**src/rtl/alarm_cmp.sv**
```systemverilog
// alarm_cmp: multi-slot alarm comparator.
//
// Holds NCH alarm slots (programmed hour/minute plus an on/off state) and compares each
// slot's target against the live time of day on every mclk. A slot fires once per matching
// minute, goes pending, and the lowest-index pending slot is presented on ring/ring_idx until
// it is acknowledged, snoozed, rewritten or auto-cleared after RING_CYC unacknowledged cycles.
//
// Build option: define ALARM_SNOOZE_EN to enable snooze (SNOOZED state and the now+SNOOZE_MIN
// adder). Without it the snooze input is ignored and targets always equal programmed times.
//
// Ports:
//   mclk, rst_n          clock (rising edge) and asynchronous active-low reset
//   nowH, nowM           current time of day, 0..23 / 0..59
//   wr_en, wr_idx        write strobe and slot index
//   wr_H, wr_M           alarm time to write (out-of-range writes are dropped)
//   wr_enable            1 arms the slot, 0 turns it off
//   ack, snooze          act on the slot currently shown on ring_idx
//   ring, ring_idx       any slot pending / lowest pending slot (0 when idle)
//   pending              per-slot pending mask
//   timeout              one-cycle pulse when a ring auto-clears
module alarm_cmp #(
    parameter int unsigned NCH        = 4,
    parameter int unsigned RING_CYC   = 60000,
    parameter int unsigned SNOOZE_MIN = 5,
    localparam int unsigned IW        = (NCH > 1) ? $clog2(NCH) : 1
) (
    input  logic           mclk,
    input  logic           rst_n,
    input  logic [4:0]     nowH,
    input  logic [5:0]     nowM,
    input  logic           wr_en,
    input  logic [IW-1:0]  wr_idx,
    input  logic [4:0]     wr_H,
    input  logic [5:0]     wr_M,
    input  logic           wr_enable,
    input  logic           ack,
    input  logic           snooze,
    output logic           ring,
    output logic [IW-1:0]  ring_idx,
    output logic [NCH-1:0] pending,
    output logic           timeout
);

    localparam int unsigned TW = $clog2(RING_CYC);

`ifdef ALARM_SNOOZE_EN
    typedef enum logic [1:0] {StOff, StArmed, StFired, StSnoozed} slot_st_e;
`else
    typedef enum logic [1:0] {StOff, StArmed, StFired} slot_st_e;
`endif

    slot_st_e       st_q    [NCH];
    slot_st_e       st_d    [NCH];
    logic [4:0]     prg_h_q [NCH];
    logic [4:0]     prg_h_d [NCH];
    logic [5:0]     prg_m_q [NCH];
    logic [5:0]     prg_m_d [NCH];
    logic [4:0]     tgt_h   [NCH];
    logic [5:0]     tgt_m   [NCH];
    logic [NCH-1:0] cmp_q, cmp_d, cmp_prev_q;
    logic [TW-1:0]  timer_q, timer_d, timer_eff;
    logic [IW-1:0]  idx_q;
    logic           timeout_q;
    logic           wr_ok, ack_eff, snz_eff, wr_ring, to_hit, restart;

`ifdef ALARM_SNOOZE_EN
    // Compare target is held apart from the programmed time so snooze never loses it.
    logic [4:0] tgt_h_q [NCH];
    logic [4:0] tgt_h_d [NCH];
    logic [5:0] tgt_m_q [NCH];
    logic [5:0] tgt_m_d [NCH];
    logic [6:0] snz_m_sum;
    logic [4:0] snz_h_sum;

    // now + SNOOZE_MIN with minute and hour wrap.
    always_comb begin
        snz_m_sum = {1'b0, nowM} + 7'(SNOOZE_MIN);
        snz_h_sum = nowH;
        if (snz_m_sum >= 7'd60) begin
            snz_m_sum = snz_m_sum - 7'd60;
            snz_h_sum = nowH + 5'd1;
        end
        if (snz_h_sum >= 5'd24) begin
            snz_h_sum = snz_h_sum - 5'd24;
        end
    end

    assign snz_eff = snooze & ring & ~ack;
`else
    logic unused_snooze;
    assign unused_snooze = snooze;
    assign snz_eff       = 1'b0;
`endif

    always_comb begin
        for (int i = 0; i < NCH; i++) begin
`ifdef ALARM_SNOOZE_EN
            tgt_h[i] = tgt_h_q[i];
            tgt_m[i] = tgt_m_q[i];
`else
            tgt_h[i] = prg_h_q[i];
            tgt_m[i] = prg_m_q[i];
`endif
        end
    end

    // Downward scan leaves the lowest pending index in ring_idx.
    always_comb begin
        pending  = '0;
        ring_idx = '0;
        for (int i = NCH - 1; i >= 0; i--) begin
            if (st_q[i] == StFired) begin
                pending[i] = 1'b1;
                ring_idx   = IW'(i);
            end
        end
    end

    assign ring    = |pending;
    assign timeout = timeout_q;

    assign wr_ok   = wr_en && (wr_H <= 5'd23) && (wr_M <= 6'd59) && (32'(wr_idx) < NCH);
    assign ack_eff = ack & ring;
    assign wr_ring = wr_ok & ring & (wr_idx == ring_idx);

    // A change of the shown slot restarts the ring timer.
    assign timer_eff = (ring_idx == idx_q) ? timer_q : '0;
    assign to_hit    = ring & ~ack_eff & ~snz_eff & ~wr_ring & (timer_eff == TW'(RING_CYC - 1));
    assign restart   = ack_eff | snz_eff | wr_ring | to_hit;
    assign timer_d   = (!ring || restart) ? '0 : timer_eff + TW'(1);

    // Per-slot next state; priority write > ack > snooze > timeout > fire.
    always_comb begin
        for (int i = 0; i < NCH; i++) begin
            st_d[i]    = st_q[i];
            prg_h_d[i] = prg_h_q[i];
            prg_m_d[i] = prg_m_q[i];
`ifdef ALARM_SNOOZE_EN
            tgt_h_d[i] = tgt_h_q[i];
            tgt_m_d[i] = tgt_m_q[i];
`endif
            cmp_d[i] = (nowH == tgt_h[i]) && (nowM == tgt_m[i]) &&
                       (nowH <= 5'd23) && (nowM <= 6'd59);
            if (wr_ok && (wr_idx == IW'(i))) begin
                prg_h_d[i] = wr_H;
                prg_m_d[i] = wr_M;
`ifdef ALARM_SNOOZE_EN
                tgt_h_d[i] = wr_H;
                tgt_m_d[i] = wr_M;
`endif
                st_d[i]    = wr_enable ? StArmed : StOff;
                cmp_d[i]   = 1'b0;  // a fresh target must see its own rising match
            end else if (ring && (ring_idx == IW'(i)) && (ack_eff || to_hit)) begin
                st_d[i] = StArmed;
`ifdef ALARM_SNOOZE_EN
                tgt_h_d[i] = prg_h_q[i];
                tgt_m_d[i] = prg_m_q[i];
            end else if (ring && (ring_idx == IW'(i)) && snz_eff) begin
                st_d[i]    = StSnoozed;
                tgt_h_d[i] = snz_h_sum;
                tgt_m_d[i] = snz_m_sum[5:0];
            end else if (cmp_q[i] && !cmp_prev_q[i] &&
                         (st_q[i] == StArmed || st_q[i] == StSnoozed)) begin
                st_d[i] = StFired;
`else
            end else if (cmp_q[i] && !cmp_prev_q[i] && (st_q[i] == StArmed)) begin
                st_d[i] = StFired;
`endif
            end
        end
    end

    always_ff @(posedge mclk or negedge rst_n) begin
        if (!rst_n) begin
            for (int i = 0; i < NCH; i++) begin
                st_q[i]    <= StOff;
                prg_h_q[i] <= '0;
                prg_m_q[i] <= '0;
`ifdef ALARM_SNOOZE_EN
                tgt_h_q[i] <= '0;
                tgt_m_q[i] <= '0;
`endif
            end
            cmp_q      <= '0;
            cmp_prev_q <= '0;
            timer_q    <= '0;
            idx_q      <= '0;
            timeout_q  <= 1'b0;
        end else begin
            for (int i = 0; i < NCH; i++) begin
                st_q[i]    <= st_d[i];
                prg_h_q[i] <= prg_h_d[i];
                prg_m_q[i] <= prg_m_d[i];
`ifdef ALARM_SNOOZE_EN
                tgt_h_q[i] <= tgt_h_d[i];
                tgt_m_q[i] <= tgt_m_d[i];
`endif
            end
            cmp_q      <= cmp_d;
            cmp_prev_q <= cmp_q;
            timer_q    <= timer_d;
            idx_q      <= ring_idx;
            timeout_q  <= to_hit;
        end
    end

endmodule

```
**config.mk**
```make
export PLATFORM = sky130hd
export DESIGN_NAME = alarm_cmp
export DESIGN_NICKNAME = d
export VERILOG_FILES = /design/src/rtl/alarm_cmp.sv
export SDC_FILE = /design/constraint.sdc
export NUM_CORES = 1
export LEC_CHECK = 0
export BUFFER_PORTS_ARGS = -buffer_cell sky130_fd_sc_hd__buf_2
export CAP_MARGIN = 20
export CORE_MARGIN = 5
export CORE_UTILIZATION = 37
export CTS_CLUSTER_SIZE = 16
export DETAILED_ROUTE_END_ITERATION = 10
export HOLD_SLACK_MARGIN = 0.02
export SLEW_MARGIN = 10
export SYNTH_ARGS = -nofsm -noshare
export SYNTH_HDL_FRONTEND = slang
export SYNTH_SLANG_ARGS = --single-unit
```
**constraint.sdc**
```tcl
create_clock -name mclk -period 3.82 [get_ports mclk]
set_input_delay 0.573 -clock mclk [delete_from_list [all_inputs] [get_ports mclk]]
set_output_delay 0.573 -clock mclk [all_outputs]
set_load 0.1 [all_outputs]
```
Yosys cells after proc, flatten, opt, wreduce, memory -nomap -nowiden
Index checks and enable logic that the tools add are counted.

Latch bits: 0. Bits of input ports: 30. Word-level logic and storage cells: 132. Flip-flop bits (word level): 79. Memories: 0. Bits in writable memories: 0. Bits in read-only memories: 0.

Divide/modulo/power cells: 0. Bitwise logic cells: 10. Order comparisons: 4. Eq/ne operators: 25. Multiply operators: 0. Add/subtract/negate cells: 1. Reductions and logical operators: 48. Mux-type cells: 27. Shift operators: 0.

Operators with widths (count): $logic_and A1 B1 Y1 (34); $mux W16 (2); $mux W2 (16); $eq A6 B6 Y1 (4); $eq A5 B5 Y1 (4); $add A16 B1 Y16 const B (1); $eq A16 B16 Y1 const B (1); $eq A2 B2 Y1 const B (8); $eq A2 B1 Y1 const B (6); $le A6 B6 Y1 const B (2); $reduce_bool A3 Y1 (4); $le A5 B5 Y1 const B (2); $mux W1 (9); $and A1 B1 Y1 (6); $logic_not A1 Y1 (5); $eq A2 B2 Y1 (2); $logic_not A2 Y1 (2); $reduce_or A4 Y1 (1); $logic_or A1 B1 Y1 (2); $not A1 Y1 (2); $or A1 B1 Y1 (2).

Longest topological paths before layout
Word-level depth: 14. Gate-level depth with buffers: 13.

Worst setup path before layout
No wires, ideal clock.

Path kind: flip-flop to output port. From: reg st_q[0] in the netlist's numbering. To: out ring_idx[0]. Stages on the path, launching flop included: 5. Arrival: 2.924 ns. Setup slack: 0.323 ns. Required time: 3.247 ns. Cell sequence: dfrtp_1 nand2b_1 inv_1 nand2_1 a21oi_1.

Longest elaborated chain between the ends: 5.

RTL lines: start, declared (line 52) `slot_st_e st_q [NCH];`; start signal, assigned by index (line 176) `st_q[i] <= StOff;`; start signal, assigned by index (line 191) `st_q[i] <= st_d[i];`; $eq A2 B2 Y1 (line 112) `if (st_q[i] == StFired) begin`; $mux W2 (4 in series) (line 112); end, declared (line 39) `output logic [IW-1:0] ring_idx,`.

Every way passes these cells.

Worst setup path in the final report
From: reg st_q[2] in the netlist's numbering. To: reg st_q[7] in the netlist's numbering.

Longest elaborated chain between the ends: 13.

RTL lines: $eq A2 B2 Y1 * (line 112); branches (longest 9 deep; another with $mux W16); $logic_and A1 B1 Y1 * (line 153) `end else if (ring && (ring_idx == IW'(i)) && (ack_eff || to_hit)) begin`; $mux W2 (line 153); $mux W2 (line 144) `if (wr_ok && (wr_idx == IW'(i))) begin`.

Every way passes the cells marked *. A chain may end at the register's enable or synchronous reset.

==> results.toml <==
[synthesis]
synth.avg_cell_area_um2 = 10.44
synth_edf_count = 0
synth_top_area_share = 0.4930
ys_seq_area_frac = 0.4930
synth_warnings = 0
synth_ff_type = "dfrtp_1"
synthCells = 384
ys_top_cells_by_area = "dfrtp_1, mux2_2, xnor2_1"
syn_nets = 415
yosysTopAreaCell = "dfrtp_1"
ys_seq_elements = 79
synthesis.area_mm2 = 0.004010
synthArstFlopShare = 1.000
ys_types = 55

[timing]
slew_headroom = 0.4868
slew_viol_final = 0
rsz0062_at_grt = "no"
clock.fmax_ghz = 0.3098
timing.final.crit_period_ns = 3.228
timing.final.hold_violations = 0
finalSetupViolCount = 0
fin_crit_sh = 0.8450
tightest_slew_ns = 0.7697
clock_skew_ns = 0.005116
final.setup.tns_ns = 0

[power_and_ir_drop]
power_density_mw_per_mm2 = 489.9
power_w = 0.002201
peakVddDrop_mv = 0.2746
leakagePower_nw = 2.039

[detailed_routing]
drt-total-wl_um = 8850
drc = 0
ant_nets = 0
first_pass_iters = 4
vias_per_cell = 4.998
via_count = 2794
drt_iter0_markers = 148
wl_per_cell_um = 15.83

[critical_path]
critPathCaptureType = "flip-flop"
required_ns = 4.02
crit_slowest_cell = "o32ai_2"
worst_ep_arrival_time_ns = 3.43
path_class = "flip-flop to flip-flop"
cpMostUsedCell = "o21ai_0"
crit_chain = "nand2b_1, a31oi_1, o32ai_2, nor2_2, and2b_2, ha_1, and3_1, and4_1, o21ai_0, o21ai_0, a21oi_1"
crit_path_start_kind = "flip-flop"
regToRegStartpoint = "st_q[2]$_DFFE_PN0P_"
path_max_fanout = 8
r2r_end = "st_q[7]$_DFFE_PN0P_"
reg2reg_depth = 11
max_stage_delay_ns = 0.43
rrSetupSlack_ns = 0.59

[clock_tree]
post_cts_buffers = 0
clkSlewWorstSetupHoldPaths_ns = 0.08
cts_resized = 0
cts_tree = "done"
cts_root_buf = "clkbuf_8"
clock_path_buffers = 2
clk_latency_ns = 0.35
clock-sinks = 79
cts_hold_buf = 0
cts_max_level = 3
cts_made_buffers = 9

[hold_path]
hp-class = "primary input to async pin"

[floorplanning]
start_util = 0.3732
dieWidth_um = 114.1
rows = 38
die_y_um = 114.1
die_area_mm2 = 0.01302
ios = 38
core-area_mm2 = 0.01075

[global_routing]
grt_pass1_wl_um = 14890
grt_max_degree = 80
grt_overflow = 0
grt_pass1_vias = 2869
grt_use_total = 0.1450
grt_antenna_before_repair = 0

[finish]
utilization = 0.4181
drive_gt1_frac = 0.2363
mostFrequentLayoutCells = "dfrtp_1, nand2_1, buf_2"
areaGrowthSynthToFinish_pct = 12.04
final_area_mm2 = 0.004493
layout_commonest_cell = "dfrtp_1"
final_nets = 445
insertedDiodeCount = 0

[placed_design]
post_dp_cell_area_mm2 = 0.004278
portBuffers = 36
dp_hpwl_um = 6269
gp_congestion = 0.8076

[outcome]
outcome = "complete, no violations"

[flow_run]
max_cap_violations = 0
-- worst max path at each step --
stage	slack, ns	start	end
finish	0.59	st_q[2]$_DFFE_PN0P_	st_q[7]$_DFFE_PN0P_
global route	0.30	st_q[2]$_DFFE_PN0P_	st_q[7]$_DFFE_PN0P_
CTS	0.59	st_q[2]$_DFFE_PN0P_	st_q[7]$_DFFE_PN0P_
detailed placement	0.60	st_q[2]$_DFFE_PN0P_	st_q[7]$_DFFE_PN0P_
global placement	0.71	st_q[2]$_DFFE_PN0P_	st_q[3]$_DFFE_PN0P_
floorplan	0.32	st_q[0]$_DFFE_PN0P_	ring_idx[0]
-- synth_stat cells (all sizes together) (7+ instances only) --
library cell	number
nor2	21
a21oi	10
inv	11
xnor2	30
buf	7
nand2	60
dfrtp	79
nand4	14
clkbuf	11
mux2	28
xor2	28
nor4	7
o21ai	12
-- cell families after synthesis --
kind of cell,after synthesis,share of synthesized area
adder cells (fa/ha/maj),1,0.003120
buffers and inverters,30,0.03588
AO/OA/AOI/OAI,42,0.07021
flip-flops,79,0.4930
multiplexers,28,0.07863
AND/OR/NAND/NOR,146,0.1925
XOR/XNOR,58,0.1267
-- worst max-delay path, delay by kind of cell, from the launching register on --
| family | cells | cell delay, ns |
|---|---|---|
| compound gates | 5 | 1.26 |
| fa+ha+maj | 1 | 0.23 |
| simple gates | 5 | 1.23 |
| flops | 1 | 0.37 |
-- state kept, by name (all words and copies together) (netlist names) --
name        count
prg_h_q        20
timer_q        16
idx_q           2
prg_m_q        24
timeout         1
cmp_prev_q      4
st_q            8
cmp_q           4
-- final cells by class --
type	instances	area (um2)
Fill cell	1093	6252
Sequential cell	79	1977
Multi-Input combinational cell	275	1889
Timing Repair Buffer	38	217.7
Tap cell	140	175.2
Clock buffer	9	123.9
Clock inverter	7	63.81
Inverter	11	46.29
-- power breakdown --
| group | switching, W | internal (W) | leakage, nW |
|---|---|---|---|
| Sequential | 0.0000940 | 0.000958 | 1.01 |
| Combinational | 0.000316 | 0.000228 | 0.930 |
| Clock | 0.000308 | 0.000297 | 0.103 |
-- stage by stage --
stage / setup slack [ns] / cells / hold WS [ns]
2_1_floorplan: 0.3227 / 384 / 0.2774
3_3_place_gp: 0.7054 / 542 / 0.3559
3_5_place_dp: 0.5966 / 542 / 0.3675
4_1_cts: 0.5891 / 558 / 0.3782
5_1_grt: 0.3031 / 559 / 0.08746
6_report: 0.5922 / 559 / 0.09055
-- per-layer routing --
| layer | global-route usage | wire length [um] | vias to the layer above | part of all wire |
|---|---|---|---|---|
| met5 | 0 | 0 | - | 0 |
| met4 | 0.04513 | 125 | 0 | 0.014 |
| met3 | 0.03858 | 455 | 9 | 0.051 |
| met2 | 0.2237 | 4075 | 60 | 0.46 |
| met1 | 0.1999 | 4195 | 1357 | 0.47 |
| li1 | - | - | 1368 | - |
(Power assumes the default switching activity.)
